===== config.mk =====
export PLATFORM = sky130hd
export DESIGN_NAME = sea_battle_turn_ctrl
export DESIGN_NICKNAME = d
export VERILOG_FILES = /design/src/rtl/sea_battle_pkg.sv /design/src/rtl/sea_battle_lfsr8.sv /design/src/rtl/sea_battle_turn_ctrl.sv
export SDC_FILE = /design/constraint.sdc
export NUM_CORES = 1
export LEC_CHECK = 0
export BUFFER_PORTS_ARGS = -buffer_cell sky130_fd_sc_hd__buf_2
export CAP_MARGIN = 0
export CORE_UTILIZATION = 64
export CTS_CLUSTER_SIZE = 14
export DETAILED_ROUTE_END_ITERATION = 6
export PLACE_DENSITY_LB_ADDON = 0.2
export SETUP_SLACK_MARGIN = 0.4
export SLEW_MARGIN = 40
export SYNTH_ARGS = -nofsm -noshare
export SYNTH_HDL_FRONTEND = slang
export SYNTH_SLANG_ARGS = --single-unit
export TNS_END_PERCENT = 20

===== constraint.sdc =====
create_clock -name clk -period 7 [get_ports clk]
set_clock_uncertainty 0.05 [all_clocks]
set_input_delay 0.35 -clock clk [delete_from_list [all_inputs] [get_ports clk]]
set_output_delay 0.35 -clock clk [all_outputs]
set_load 0.005 [all_outputs]

===== src/rtl/sea_battle_pkg.sv =====
// Shared constants, state encoding and grid index helper for the sea_battle game sequencer.
package sea_battle_pkg;

  localparam logic [1:0] CELL_EMPTY = 2'd0;
  localparam logic [1:0] CELL_SHIP  = 2'd1;
  localparam logic [1:0] CELL_MISS  = 2'd2;
  localparam logic [1:0] CELL_HIT   = 2'd3;

  localparam logic [2:0] KEY_UP    = 3'd0;
  localparam logic [2:0] KEY_DOWN  = 3'd1;
  localparam logic [2:0] KEY_LEFT  = 3'd2;
  localparam logic [2:0] KEY_RIGHT = 3'd3;
  localparam logic [2:0] KEY_FIRE  = 3'd4;

  localparam logic [3:0] GRID_N   = 4'd10;
  localparam logic [3:0] GRID_MAX = GRID_N - 4'd1;

  localparam logic BOARD_PLAYER = 1'b0;
  localparam logic BOARD_ENEMY  = 1'b1;

  typedef enum logic [3:0] {
    ST_IDLE,
    ST_P_WAIT,
    ST_P_READ,
    ST_P_WRITE,
    ST_CPU_THINK,
    ST_CPU_PICK,
    ST_C_READ,
    ST_C_WRITE,
    ST_OVER
  } state_e;

  // y*10+x without a multiplier; max 99 fits in 7 bits.
  function automatic logic [6:0] cell_index(input logic [3:0] y, input logic [3:0] x);
    return ({3'b000, y} << 3) + ({3'b000, y} << 1) + {3'b000, x};
  endfunction

endpackage


===== src/rtl/sea_battle_lfsr8.sv =====
// 8-bit Fibonacci LFSR, x^8+x^6+x^5+x^4+1, used to pick computer shot coordinates.
module sea_battle_lfsr8 #(
  parameter logic [7:0] SEED = 8'hA5
) (
  input  logic       clk,
  input  logic       rst,
  input  logic       en,
  output logic [7:0] lfsr
);

  logic [7:0] lfsr_q;
  logic [7:0] lfsr_d;

  // Next value: shift left, feedback from taps 8,6,5,4.
  always_comb begin
    lfsr_d = lfsr_q;
    if (en) begin
      lfsr_d = {lfsr_q[6:0], lfsr_q[7] ^ lfsr_q[5] ^ lfsr_q[4] ^ lfsr_q[3]};
    end
  end

  // State register, seeded on reset.
  always_ff @(posedge clk or posedge rst) begin
    if (rst) begin
      lfsr_q <= SEED;
    end else begin
      lfsr_q <= lfsr_d;
    end
  end

  assign lfsr = lfsr_q;

endmodule


===== src/rtl/sea_battle_turn_ctrl.sv =====
// Game sequencer: cursor movement, player/computer shots and board RAM updates.
module sea_battle_turn_ctrl
  import sea_battle_pkg::*;
#(
  parameter int unsigned SHIP_CELLS = 20,
  parameter int unsigned CPU_DELAY  = 25000000,
  parameter logic [7:0]  LFSR_SEED  = 8'hA5
) (
  input  logic       clk,
  input  logic       rst,
  input  logic       start,
  input  logic       key_valid,
  input  logic [2:0] key_code,
  output logic [3:0] cursor_x,
  output logic [3:0] cursor_y,
  output logic       turn,
  output logic       game_over,
  output logic       winner,
  output logic [4:0] player_hits,
  output logic [4:0] cpu_hits,
  output logic       mem_req,
  output logic       mem_we,
  output logic [7:0] mem_addr,
  output logic [1:0] mem_wdata,
  input  logic [1:0] mem_rdata,
  input  logic       mem_ack
);

  localparam int unsigned DW = (CPU_DELAY > 1) ? $clog2(CPU_DELAY + 1) : 1;
  localparam logic [DW-1:0] DELAY_L = DW'(CPU_DELAY);
  localparam logic [4:0]    SHIPS_L = 5'(SHIP_CELLS);

  state_e        state_q, state_d;
  logic [3:0]    cursor_x_q, cursor_x_d;
  logic [3:0]    cursor_y_q, cursor_y_d;
  logic          turn_q, turn_d;
  logic          game_over_q, game_over_d;
  logic          winner_q, winner_d;
  logic [4:0]    player_hits_q, player_hits_d;
  logic [4:0]    cpu_hits_q, cpu_hits_d;
  logic          mem_req_q, mem_req_d;
  logic          mem_we_q, mem_we_d;
  logic [7:0]    mem_addr_q, mem_addr_d;
  logic [1:0]    mem_wdata_q, mem_wdata_d;
  logic [DW-1:0] delay_q, delay_d;
  logic [7:0]    lfsr;
  logic          acked;

  sea_battle_lfsr8 #(.SEED(LFSR_SEED)) u_lfsr (
    .clk  (clk),
    .rst  (rst),
    .en   (state_q != ST_IDLE),
    .lfsr (lfsr)
  );

  assign acked = mem_req_q && mem_ack;

  // Next-state, cursor, scoring and RAM request logic.
  always_comb begin
    state_d       = state_q;
    cursor_x_d    = cursor_x_q;
    cursor_y_d    = cursor_y_q;
    turn_d        = turn_q;
    game_over_d   = game_over_q;
    winner_d      = winner_q;
    player_hits_d = player_hits_q;
    cpu_hits_d    = cpu_hits_q;
    mem_req_d     = mem_req_q;
    mem_we_d      = mem_we_q;
    mem_addr_d    = mem_addr_q;
    mem_wdata_d   = mem_wdata_q;
    delay_d       = delay_q;

    case (state_q)
      ST_IDLE, ST_OVER: begin
        if (start) begin
          player_hits_d = '0;
          cpu_hits_d    = '0;
          cursor_x_d    = '0;
          cursor_y_d    = '0;
          turn_d        = 1'b0;
          game_over_d   = 1'b0;
          winner_d      = 1'b0;
          state_d       = ST_P_WAIT;
        end
      end

      ST_P_WAIT: begin
        if (key_valid) begin
          case (key_code)
            KEY_UP:    if (cursor_y_q != 4'd0)     cursor_y_d = cursor_y_q - 4'd1;
            KEY_DOWN:  if (cursor_y_q != GRID_MAX) cursor_y_d = cursor_y_q + 4'd1;
            KEY_LEFT:  if (cursor_x_q != 4'd0)     cursor_x_d = cursor_x_q - 4'd1;
            KEY_RIGHT: if (cursor_x_q != GRID_MAX) cursor_x_d = cursor_x_q + 4'd1;
            KEY_FIRE: begin
              mem_req_d  = 1'b1;
              mem_we_d   = 1'b0;
              mem_addr_d = {BOARD_ENEMY, cell_index(cursor_y_q, cursor_x_q)};
              state_d    = ST_P_READ;
            end
            default: ;
          endcase
        end
      end

      ST_P_READ: begin
        if (acked) begin
          mem_req_d = 1'b0;
          case (mem_rdata)
            CELL_EMPTY: begin mem_wdata_d = CELL_MISS; state_d = ST_P_WRITE; end
            CELL_SHIP:  begin mem_wdata_d = CELL_HIT;  state_d = ST_P_WRITE; end
            default:    state_d = ST_P_WAIT;
          endcase
        end
      end

      // Write phases enter with mem_req low, so the first cycle issues the write
      // and guarantees the idle cycle between read and write.
      ST_P_WRITE: begin
        if (!mem_req_q) begin
          mem_req_d = 1'b1;
          mem_we_d  = 1'b1;
        end else if (mem_ack) begin
          mem_req_d = 1'b0;
          mem_we_d  = 1'b0;
          if (mem_wdata_q == CELL_HIT) begin
            player_hits_d = player_hits_q + 5'd1;
            if (player_hits_d == SHIPS_L) begin
              game_over_d = 1'b1;
              winner_d    = 1'b0;
              state_d     = ST_OVER;
            end else begin
              state_d = ST_P_WAIT;
            end
          end else begin
            turn_d  = 1'b1;
            delay_d = '0;
            state_d = ST_CPU_THINK;
          end
        end
      end

      ST_CPU_THINK: begin
        if (delay_q == DELAY_L) begin
          state_d = ST_CPU_PICK;
        end else begin
          delay_d = delay_q + 1'b1;
        end
      end

      ST_CPU_PICK: begin
        if (lfsr[3:0] <= GRID_MAX && lfsr[7:4] <= GRID_MAX) begin
          mem_req_d  = 1'b1;
          mem_we_d   = 1'b0;
          mem_addr_d = {BOARD_PLAYER, cell_index(lfsr[7:4], lfsr[3:0])};
          state_d    = ST_C_READ;
        end
      end

      ST_C_READ: begin
        if (acked) begin
          mem_req_d = 1'b0;
          case (mem_rdata)
            CELL_EMPTY: begin mem_wdata_d = CELL_MISS; state_d = ST_C_WRITE; end
            CELL_SHIP:  begin mem_wdata_d = CELL_HIT;  state_d = ST_C_WRITE; end
            default:    state_d = ST_CPU_PICK;
          endcase
        end
      end

      ST_C_WRITE: begin
        if (!mem_req_q) begin
          mem_req_d = 1'b1;
          mem_we_d  = 1'b1;
        end else if (mem_ack) begin
          mem_req_d = 1'b0;
          mem_we_d  = 1'b0;
          if (mem_wdata_q == CELL_HIT) begin
            cpu_hits_d = cpu_hits_q + 5'd1;
            if (cpu_hits_d == SHIPS_L) begin
              game_over_d = 1'b1;
              winner_d    = 1'b1;
              state_d     = ST_OVER;
            end else begin
              delay_d = '0;
              state_d = ST_CPU_THINK;
            end
          end else begin
            turn_d  = 1'b0;
            state_d = ST_P_WAIT;
          end
        end
      end

      default: state_d = ST_IDLE;
    endcase
  end

  // State and output registers; reset abandons any outstanding RAM request.
  always_ff @(posedge clk or posedge rst) begin
    if (rst) begin
      state_q       <= ST_IDLE;
      cursor_x_q    <= '0;
      cursor_y_q    <= '0;
      turn_q        <= 1'b0;
      game_over_q   <= 1'b0;
      winner_q      <= 1'b0;
      player_hits_q <= '0;
      cpu_hits_q    <= '0;
      mem_req_q     <= 1'b0;
      mem_we_q      <= 1'b0;
      mem_addr_q    <= '0;
      mem_wdata_q   <= '0;
      delay_q       <= '0;
    end else begin
      state_q       <= state_d;
      cursor_x_q    <= cursor_x_d;
      cursor_y_q    <= cursor_y_d;
      turn_q        <= turn_d;
      game_over_q   <= game_over_d;
      winner_q      <= winner_d;
      player_hits_q <= player_hits_d;
      cpu_hits_q    <= cpu_hits_d;
      mem_req_q     <= mem_req_d;
      mem_we_q      <= mem_we_d;
      mem_addr_q    <= mem_addr_d;
      mem_wdata_q   <= mem_wdata_d;
      delay_q       <= delay_d;
    end
  end

  assign cursor_x    = cursor_x_q;
  assign cursor_y    = cursor_y_q;
  assign turn        = turn_q;
  assign game_over   = game_over_q;
  assign winner      = winner_q;
  assign player_hits = player_hits_q;
  assign cpu_hits    = cpu_hits_q;
  assign mem_req     = mem_req_q;
  assign mem_we      = mem_we_q;
  assign mem_addr    = mem_addr_q;
  assign mem_wdata   = mem_wdata_q;

endmodule


==> qor.csv, run 1 <==
stage,metric,value,unit
logic_synthesis,post_synth.cell_area_avg,9.458,um2
worst_setup_path,worst_ep_required_time,7.21,ns
timing,fmax,371.8,MHz
route,antenna_nets_post_route,0,
hold_path,whs_path_depth,2,
clock_tree,path_clk_slew,0.08,ns
floorplan,die_area,7207,um2
logic_synthesis,yosys.cell_types.count,56,
placement,placement.io_buffers,42,
clock_tree,cts-root-to-sink-buffers,2,
worst_setup_path,r2r_setup_slack,4.31,ns
hold_path,hold_start,mem_rdata[0],
logic_synthesis,yosys_most_used_dff,dfrtp_1,
worst_setup_path,slowest_stage,dfrtp_1,
timing,worstMarginPinSlew,0.7663,ns
worst_setup_path,worst_r2r_path_depth,5,
worst_setup_path,cell_by_cell_trace_of_the_critical_path,or4b_1 -> nor2_1 -> nor4_1 -> and3b_1 -> mux2i_1,
worst_setup_path,timing_worst_setup_path_type,flip-flop to flip-flop,
hold_path,min-delay-path-class,primary input to flip-flop,
finish,antenna-diode-count,0,
clock_tree,clk-insertion-delay-late,0.34,ns
logic_synthesis,postSynth.asyncResetShare,1.000,
route,post_drt_via_cell_ratio,6.286,
timing,final.period_utilization,0.3842,
grt,groute.usage.overall,0.2839,
floorplan,ioPinCount,43,
grt,wire_length_of_the_first_global_routing_pass,16.08,mm
grt,global_route.overflow_total,0,
flow_run,cap_viol_max_count,0,
finish,fillCellCount,463,
clock_tree,numCtsBuffers,9,
worst_setup_path,timing.critical_path.from_type,flip-flop,
worst_setup_path,critical_path.endpoint_type,flip-flop,
route,drt_drc_violations_left,2,
status,violations,DRC,
logic_synthesis,netlist_area,4398,um2
floorplan,placement_rows,29,
worst_setup_path,critPathArrivalTime,2.90,ns
finish,post-route-util,0.7525,
timing,hold_viol_final,0,
grt,maximum_number_of_pins_on_one_net_before_global_route_repair,53,
worst_setup_path,r2r-end,turn,
placement,dp_worst_setup_slack,4.256,ns
clock_tree,clock_sinks,70,
timing,final-max-slew-violation-count,0,
placement,finalWeightedCongestion,0.8696,
timing,final-setup-viol-count,0,
finish,share_of_final_layout_standard_cells_stronger_than_drive_strength_1,0.1716,
hold_path,min_delay_worst_endpoint,mem_wdata[0],
clock_tree,cts.root.buffer_cell,clkbuf_8,
timing,final_layout_setup_total_negative_slack,0,ns
logic_synthesis,synthTopCellsByArea,"dfrtp_1 38%, ha_1 6.3%, o21ai_0 3.0%",
route,detailroute.via_count,3671,
route,route.final.wire_length,9.402,mm
floorplan,fp.dieW,84.90,um
worst_setup_path,critical_path_peak_fanout,19,
clock_tree,clock_tree.htree_level_count,3,
logic_synthesis,synth.ff_latch_count,70,
route,drt-pass1-iter-count,6,
pwr,p_per_area,321.1,nW/um2
placement,placed_cells,567,
worst_setup_path,worstReg2RegStart,state_q[1],
floorplan,core_area,6495,um2
finish,area.growth.synth_to_final,11.12,%
logic_synthesis,yosysSeqAreaShare,0.3994,
grt,number_of_antenna_violations_at_the_first_check_in_global_routing,0,
logic_synthesis,synth_net_count,503,
logic_synthesis,ys.warnings.count,0,
floorplan,fp.dieH,84.90,um
clock_tree,post_cts_setup_repair_buffer_count,0,
clock_tree,post_cts_resized,0,
finish,stdcell_count,584,
logic_synthesis,synth_edf_count,0,
logic_synthesis,yosys.area.top_type_share,0.3755,
worst_setup_path,crit_path_max_incr_delay,0.77,ns
worst_setup_path,cp_num_buf_inv,0,
clock_tree,cts_tree,built,
pwr,ir_drop,186.1,uV
finish,nNetsFinal,540,
placement,hpwlAfterDp,6.579,mm
timing,slew-limit-headroom,0.4844,
timing,rsz_0062_raised_after_global_routing,no,
floorplan,initial_core_util,0.6771,
worst_setup_path,cpLargestDelayFamily,simple AND/OR/NAND/NOR gates,
timing,hold_slack,0.1885,ns
logic_synthesis,yosys.area.top_type,dfrtp_1,
timing,layout_setup_ws,4.311,ns
logic_synthesis,number_of_instances_in_the_synthesized_netlist,465,
route,drt_iter0_drc,235,
timing,final.min_clock_period,2.689,ns
pwr,static-leakage-power,2.429,nW
status,outcome,finished with violations,
route,wire_per_inst,16.10,um
clock_tree,cts_hold_repair.buffers,1,
grt,first_global_vias,3540,
[cells in the final DEF (no fill, tap or decap), drive strengths merged, types with 3 or more instances in the layout]
master  instances
dfrtp          66
buf            47
nand2          31
nor2           29
inv            29
o21ai          28
nand3          24
ha             22
a21oi          19
nor3           17
xnor2          12
nand4          12
clkbuf         12
nor4           11
a21o           10
a31oi          10
and3            9
a211o           9
mux2i           9
mux2            9
or3             9
nor3b           8
fa              6
o211a           5
xor2            5
a22o            5
nor4b           5
nand3b          4
a221o           4
nand2b          4
dfstp           4
nor4bb          3
or4b            3
[how the worst max path moves through the flow]
stage / start / end / depth (start not counted)
3_5_place_dp: state_q[2] / delay_q[20] / 4
2_1_floorplan: cursor_y[0] / mem_addr[6] / 9
5_1_grt: cpu_hits[0] / delay_q[8] / 6
4_1_cts: state_q[2] / delay_q[20] / 4
6_report: state_q[1] / turn / 5
3_3_place_gp: state_q[2] / delay_q[20] / 4
[cells by family after synthesis]
kind of cell / share of synthesized area
flip-flops: 0.3994
buffers and inverters: 0.04808
XOR/XNOR: 0.03385
AO/OA/AOI/OAI: 0.1676
multiplexers: 0.04353
adder cells (fa/ha/maj): 0.08990
AND/OR/NAND/NOR: 0.2176
[through the flow]
stage / instance area (um2) / total power, mW
6_report: 4887 / 1.569
5_1_grt: 4887 / 1.690
4_1_cts: 4878 / 1.568
3_5_place_dp: 4676 / 1.235
3_3_place_gp: 4662 / 1.204
2_1_floorplan: 4398 / 1.046
[where the power goes]
part / switching (mW) / internal, mW / total, mW
logic: 0.354 / 0.262 / 0.616
registers: 0.134 / 0.491 / 0.625
clock network: 0.154 / 0.174 / 0.328
[metal layers]
metal	vias up	GRT usage	wire [um]
li1	1783	-	-
met1	1777	0.3857	4433
met2	93	0.4516	4452
met3	18	0.06809	352
met4	0	0.09707	164
met5	-	0	0
[registers in the layout, summed over array words and instances (netlist names)]
| register | flops |
|---|---|
| cpu_hits | 5 |
| cursor_x | 4 |
| cursor_y | 4 |
| delay_q | 25 |
| game_over | 1 |
| mem_addr | 8 |
| mem_req | 1 |
| mem_wdata | 2 |
| mem_we | 1 |
| player_hits | 5 |
| state_q | 4 |
| turn | 1 |
| u_lfsr.lfsr | 8 |
| winner | 1 |
[synthesized netlist by cell type (10+ instances only)]
library cell / number
a21o_1: 10
nand4_1: 10
o21ai_0: 26
nand2_1: 31
xnor2_1: 12
nand3_1: 24
ha_1: 22
inv_1: 29
nor2_1: 29
nor4_1: 11
a31oi_1: 10
clkbuf_1: 12
nor3_1: 17
dfrtp_1: 66
a21oi_1: 19
[final cells by class]
cell class	count	area (um2)	area share
clock buffer	12	145.1	0.02970
clock inverter	4	47.55	0.009729
inverter	29	108.9	0.02227
sequential	70	1757	0.3594
tap	77	96.34	0.01971
timing repair buffer	48	257.7	0.05274
multi-input combinational	344	2475	0.5064
Power figures use the tool's default switching activity.
==> run 2: changes to the inputs <==
- CORE_UTILIZATION: 64 -> 54
- clock period: 7 -> 2.4 ns (I/O delays scaled with it)
==> run 2 against run 1 <==
The flow now finishes without violations. Sequential cell count stayed put. First-iteration DRC count is 2.1% lower. Clock power grew to 3.2 times the previous value. Critical path depth stayed put. Power grew to 3.5 times the previous value. Count of clock-buffer cells in the layout stayed put. Critical path type unchanged. Final area is 17% higher. Largest cell class unchanged. Largest power group is now combinational cells. Sequential share of layout area is 5.0 points lower.
==> qor.csv, run 2 (synthesized netlist as in run 1, its figures left out) <==
stage,metric,value,unit
floorplan,placement_rows,32,
clock_tree,clock_sinks,70,
finish,layout_common_cells,"68 x buf_4, 55 x dfrtp_1, 43 x buf_2",
finish,fillCellCount,564,
worst_setup_path,worstSetupStartpoint,delay_q[2],
pwr,static-leakage-power,2.831,nW
worst_setup_path,critical_path.endpoint_type,flip-flop,
placement,placed_cells,612,
worst_setup_path,critical_path_peak_fanout,10,
status,outcome,"complete, no violations",
placement,placement.io_buffers,42,
worst_setup_path,timing_worst_setup_path_type,flip-flop to flip-flop,
floorplan,ioPinCount,43,
grt,maximum_number_of_pins_on_one_net_before_global_route_repair,71,
worst_setup_path,critPathArrivalTime,2.44,ns
worst_setup_path,worstReg2RegStart,delay_q[2],
placement,dp_worst_setup_slack,0.1167,ns
pwr,power_switching,2.160,mW
flow_run,cap_viol_max_count,0,
worst_setup_path,cell_by_cell_trace_of_the_critical_path,nand4_1 -> nor4_1 -> nand3_1 -> and3_1 -> a211o_1,
placement,finalWeightedCongestion,0.8407,
worst_setup_path,timing.critical_path.from_type,flip-flop,
finish,sequential_cell_area,1770,um2
timing,hold_slack,0.1042,ns
timing,hold_viol_final,0,
floorplan,fp.dieW,92.25,um
pwr,fin_total_pwr,5.450,mW
finish,layout_commonest_cell,buf_4,
pwr,ir_drop,640.7,uV
timing,final-setup-viol-count,0,
clock_tree,path_clk_slew,0.07,ns
timing,fmax,443.4,MHz
worst_setup_path,slowest_stage,nor4_1,
timing,final.period_utilization,0.9397,
finish,layout.cell_area.non_filler,5724,um2
finish,antenna-diode-count,0,
finish,nNetsFinal,611,
timing,layout_setup_ws,0.1448,ns
timing,final-max-slew-violation-count,0,
route,drt_iter0_drc,230,
finish,post-route-util,0.7332,
placement,dpl-instance-area,4891,um2
pwr,p_per_area,952.0,nW/um2
pwr,power_share_of_the_combinational_group,0.491,
finish,area.growth.synth_to_final,30.16,%
route,drt-pass1-iter-count,5,
grt,number_of_antenna_violations_at_the_first_check_in_global_routing,0,
route,detailroute.via_count,4110,
pwr,internal_dissipation,3.289,mW
finish,multiInputGateArea,2674,um2
floorplan,fp.dieH,92.25,um
grt,wire_length_of_the_first_global_routing_pass,18.59,mm
finish,share_of_final_layout_standard_cells_stronger_than_drive_strength_1,0.3529,
clock_tree,cts-root-to-sink-buffers,2,
hold_path,hold_start,mem_rdata[1],
finish,largest_register_by_flop_count,delay_q,
clock_tree,cts_tree,built,
clock_tree,numCtsBuffers,9,
route,post_drt_via_cell_ratio,6.044,
floorplan,initial_core_util,0.5633,
timing,final.min_clock_period,2.255,ns
timing,final_layout_setup_total_negative_slack,0,ns
route,wire_per_inst,16.85,um
timing,slew-limit-headroom,0.6375,
placement,hpwlAfterDp,7.044,mm
pwr,sw_frac,0.3964,
pwr,power.sequential.fraction,0.316,
route,antenna_nets_post_route,0,
pwr,p_clk_frac,0.193,
grt,groute.usage.overall,0.2769,
worst_setup_path,crit_path_max_incr_delay,0.61,ns
route,route.final.wire_length,11.46,mm
route,drt_drc_violations_left,0,
finish,stdcell_count,680,
finish,largest_register_ffs,25,
timing,rsz_0062_raised_after_global_routing,yes,
floorplan,die_area,8509,um2
clock_tree,cts.root.buffer_cell,clkbuf_8,
grt,first_global_vias,3996,
floorplan,core_area,7807,um2
worst_setup_path,worst_ep_required_time,2.58,ns
timing,worstMarginPinSlew,0.5388,ns
clock_tree,clk-insertion-delay-late,0.34,ns
clock_tree,clock_tree.htree_level_count,3,
grt,global_route.overflow_total,0,
hold_path,min-delay-path-class,primary input to flip-flop,
## run 2: cell count changes in the layout (fill, tap and decap cells not counted), sizes merged
cell,previous run,this run
dlygate4sd3,1,2
buf,47,117
bufinv,1,2
clkinvlp,1,0
## run 2: timing repair
action,in CTS,in global routing
buffers inserted,39,9
resized for setup,31,26
pin swaps,10,9
cloned,2,0
endpoints found under the setup margin,38,54
hold buffers,2,0
endpoints found under the hold margin,67,0
## run 2: power groups by stage
stage               Clock [mW]  Combinational [mW]  Sequential [mW]
floorplan                    0                1.40             1.67
finish                    1.05                2.67             1.72
global route              1.12                2.93             1.76
CTS                       1.07                2.40             1.70
global placement             0                1.98             1.73
detailed placement           0                2.04             1.75
## run 2: critical path: cells and delay by family (launching register included)
kind	cells	cell delay, ns
simple gates	4	1.36
flops	1	0.51
compound gates	1	0.22
## run 2: layer usage
layer  up-vias  wire length [um]  track usage
li1       1935                 -            -
met1      2000              5041       0.3621
met2       147              5574       0.4521
met3        28               562      0.05390
met4         0               282       0.1107
met5         -                 0            0
## run 2: final timing paths
| kind | to | depth (start not counted) | slack [ns] |
|---|---|---|---|
| setup / recovery | delay_q[13] | 5 | 0.14 |
| hold / removal | state_q[1] | 4 | 0.10 |
| setup reg to reg | delay_q[13] | 5 | 0.14 |
| hold reg to reg | mem_we | 1 | 0.45 |
| max in group asynchronous | u_lfsr.lfsr[2] | 4 | 1.63 |
| min in group asynchronous | delay_q[14] | 4 | 0.34 |
## run 2: final cells by class
| type | count | share of cell area |
|---|---|---|
| clock buffers | 12 | 0.02536 |
| repair buffers | 119 | 0.1443 |
| inverters | 29 | 0.01945 |
| well taps | 102 | 0.02230 |
| multi-input cells | 344 | 0.4671 |
| clock inverters | 4 | 0.01224 |
| flip-flops and latches | 70 | 0.3093 |
==> run 3: changes to the inputs <==
- BUFFER_PORTS_ARGS: -buffer_cell sky130_fd_sc_hd__buf_2 -> unset
- CORE_UTILIZATION: 54 -> 58
- DONT_BUFFER_PORTS: unset -> 1
==> run 3 against run 2 <==
First-iteration DRC count grew 130%. Clock power rose by 4%. Final area is 0.52% higher. Combinational power up 12%.
==> qor.csv, run 3 (synthesized netlist as in run 1, its figures left out) <==
stage,metric,value,unit
route,drt_iter0_drc,519,
worst_setup_path,timing.critical_path.from_type,flip-flop,
timing,slew-limit-headroom,0.5283,
status,outcome,"complete, no violations",
clock_tree,cts-root-to-sink-buffers,2,
timing,rsz_0062_raised_after_global_routing,yes,
clock_tree,clock_tree.htree_level_count,3,
placement,finalWeightedCongestion,0.8355,
timing,final.period_utilization,0.9514,
worst_setup_path,timing_worst_setup_path_type,flip-flop to flip-flop,
worst_setup_path,worst_ep_required_time,2.65,ns
clock_tree,cts.root.buffer_cell,clkbuf_8,
finish,post-route-util,0.7891,
worst_setup_path,worstReg2RegStart,delay_q[0],
route,route.final.wire_length,13.28,mm
timing,fmax,437.9,MHz
finish,sequential_cell_area,1777,um2
pwr,p_clk_frac,0.186,
pwr,p_per_area,1019,nW/um2
timing,hold_viol_final,0,
worst_setup_path,critPathArrivalTime,2.53,ns
hold_path,hold_start,start,
grt,gr-usage-met1,0.4114,
worst_setup_path,r2r_setup_slack,0.12,ns
timing,final-setup-viol-count,0,
hold_path,min-delay-path-class,primary input to flip-flop,
finish,area.growth.synth_to_final,30.84,%
route,post_drt_via_cell_ratio,6.529,
finish,layout_commonest_cell,buf_4,
route,drt_drc_violations_left,0,
placement,placement.io_buffers,0,
clock_tree,path_clk_slew,0.08,ns
timing,final.min_clock_period,2.283,ns
grt,groute.usage.overall,0.3122,
finish,nNetsFinal,586,
pwr,power.sequential.fraction,0.306,
worst_setup_path,critical_path.endpoint_type,flip-flop,
worst_setup_path,critical_path_peak_fanout,5,
finish,layout_common_cells,"77 x buf_4, 50 x dfrtp_1, 29 x nand2_1",
pwr,ir_drop,668.8,uV
clock_tree,clock_sinks,70,
grt,grt.busiest_layer,met2,
route,drt-pass1-iter-count,5,
placement,placed_cells,563,
finish,share_of_final_layout_standard_cells_stronger_than_drive_strength_1,0.3418,
worst_setup_path,slowest_stage,or4_1,
pwr,sw_frac,0.4056,
floorplan,initial_core_util,0.6031,
hold_path,whs_path_depth,3,
finish,largest_register_ffs,25,
route,detailroute.via_count,4257,
finish,fillCellCount,480,
finish,antenna-diode-count,0,
floorplan,placement_rows,31,
worst_setup_path,r2r-end,delay_q[22],
floorplan,fp.dieW,89.08,um
worst_setup_path,cell_by_cell_trace_of_the_critical_path,ha_1 -> nand4_1 -> or4_1 -> or3_1 -> a21oi_1 -> a21o_1,
grt,first_global_vias,3951,
finish,largest_register_by_flop_count,delay_q,
grt,number_of_antenna_violations_at_the_first_check_in_global_routing,0,
floorplan,core_area,7292,um2
grt,grtUsageMet2,0.4962,
floorplan,fp.dieH,89.08,um
timing,worstMarginPinSlew,0.7011,ns
timing,hold_slack,0.1221,ns
grt,met3_routing_resource_usage_after_global_routing,0.05448,
finish,multiInputGateArea,2725,um2
placement,hpwlAfterDp,6.857,mm
pwr,power_share_of_the_combinational_group,0.508,
timing,final-max-slew-violation-count,0,
route,wire_per_inst,20.37,um
worst_setup_path,worst_r2r_path_depth,6,
hold_path,min_delay_worst_endpoint,player_hits[2],
pwr,internal_dissipation,3.487,mW
route,antenna_nets_post_route,0,
floorplan,ioPinCount,43,
clock_tree,clk-insertion-delay-late,0.35,ns
worst_setup_path,crit_path_max_incr_delay,0.55,ns
timing,final_layout_setup_total_negative_slack,0,ns
finish,stdcell_count,652,
pwr,power_switching,2.379,mW
clock_tree,cts_tree,built,
flow_run,cap_viol_max_count,0,
pwr,static-leakage-power,2.714,nW
grt,maximum_number_of_pins_on_one_net_before_global_route_repair,45,
grt,wire_length_of_the_first_global_routing_pass,18.80,mm
clock_tree,numCtsBuffers,9,
grt,global_route.overflow_total,0,
floorplan,die_area,7935,um2
## run 3: cell count changes in the layout (fill, tap and decap cells not counted), sizes merged
| cell | previous run | this run |
|---|---|---|
| clkinvlp | 0 | 2 |
| dlygate4sd3 | 2 | 5 |
| o31a | 2 | 3 |
| buf | 117 | 87 |
| clkbuf | 12 | 11 |
## run 3: cell type report
type,instances,area share
multi-input cells,345,0.4736
clock inverters,6,0.01479
clock buffers,10,0.02392
repair buffers,93,0.1381
well taps,99,0.02153
inverters,29,0.01935
flip-flops and latches,70,0.3088
## run 3: power by group through the flow
| stage | Clock (mW) | Combinational [mW] | Sequential (mW) |
|---|---|---|---|
| 6_report | 1.09 | 2.98 | 1.80 |
| 5_1_grt | 1.14 | 3.17 | 1.84 |
| 4_1_cts | 1.09 | 2.25 | 1.76 |
| 3_5_place_dp | 0 | 1.85 | 1.78 |
| 3_3_place_gp | 0 | 1.79 | 1.77 |
| 2_1_floorplan | 0 | 1.40 | 1.67 |
## run 3: layer usage
layer  share of wire  routed length (um)
met2            0.48                6395
met3           0.073                 971
met4           0.045                 593
met5               0                   0
met1            0.40                5321
## run 3: critical path, delay by kind of cell (launching register included)
family | cells | cell delay, ns
AOI/OAI and AO/OA | 2 | 0.36
and+or+nand+nor | 3 | 1.08
DFF | 1 | 0.45
adders and majority gates | 1 | 0.29
## run 3: worst max-delay path by stage
stage | slack [ns] | end | from | cells after the start
after floorplan | 0.32 | mem_addr[6] | cursor_y[0] | 9
after global placement | 0.19 | delay_q[12] | delay_q[9] | 5
after detailed placement | 0.15 | delay_q[23] | delay_q[4] | 5
after CTS | 0.22 | mem_addr[6] | cursor_x[3] | 9
after global routing | 0.06 | cursor_x[3] | state_q[2] | 5
final | 0.12 | delay_q[22] | delay_q[0] | 6
## run 3: through the flow
stage                     instance area (um2)  power [mW]  worst slack, ns
after floorplan                          4437       3.075           0.3171
after global placement                   4647       3.553           0.1943
after detailed placement                 4647       3.625           0.1509
after CTS                                5404       5.103           0.2221
after global routing                     5754       6.150          0.06141
final                                    5754       5.866           0.1166
## run 3: repair_timing
| item | 4_1_cts | 5_1_grt |
|---|---|---|
| gates cloned | 2 | 2 |
| hold buffers | 5 | 0 |
| resized for setup | 37 | 38 |
| hold endpoints to repair | 31 | 0 |
| endpoints found under the setup margin | 36 | 57 |
| buffers inserted | 43 | 21 |
| pin swaps | 20 | 12 |
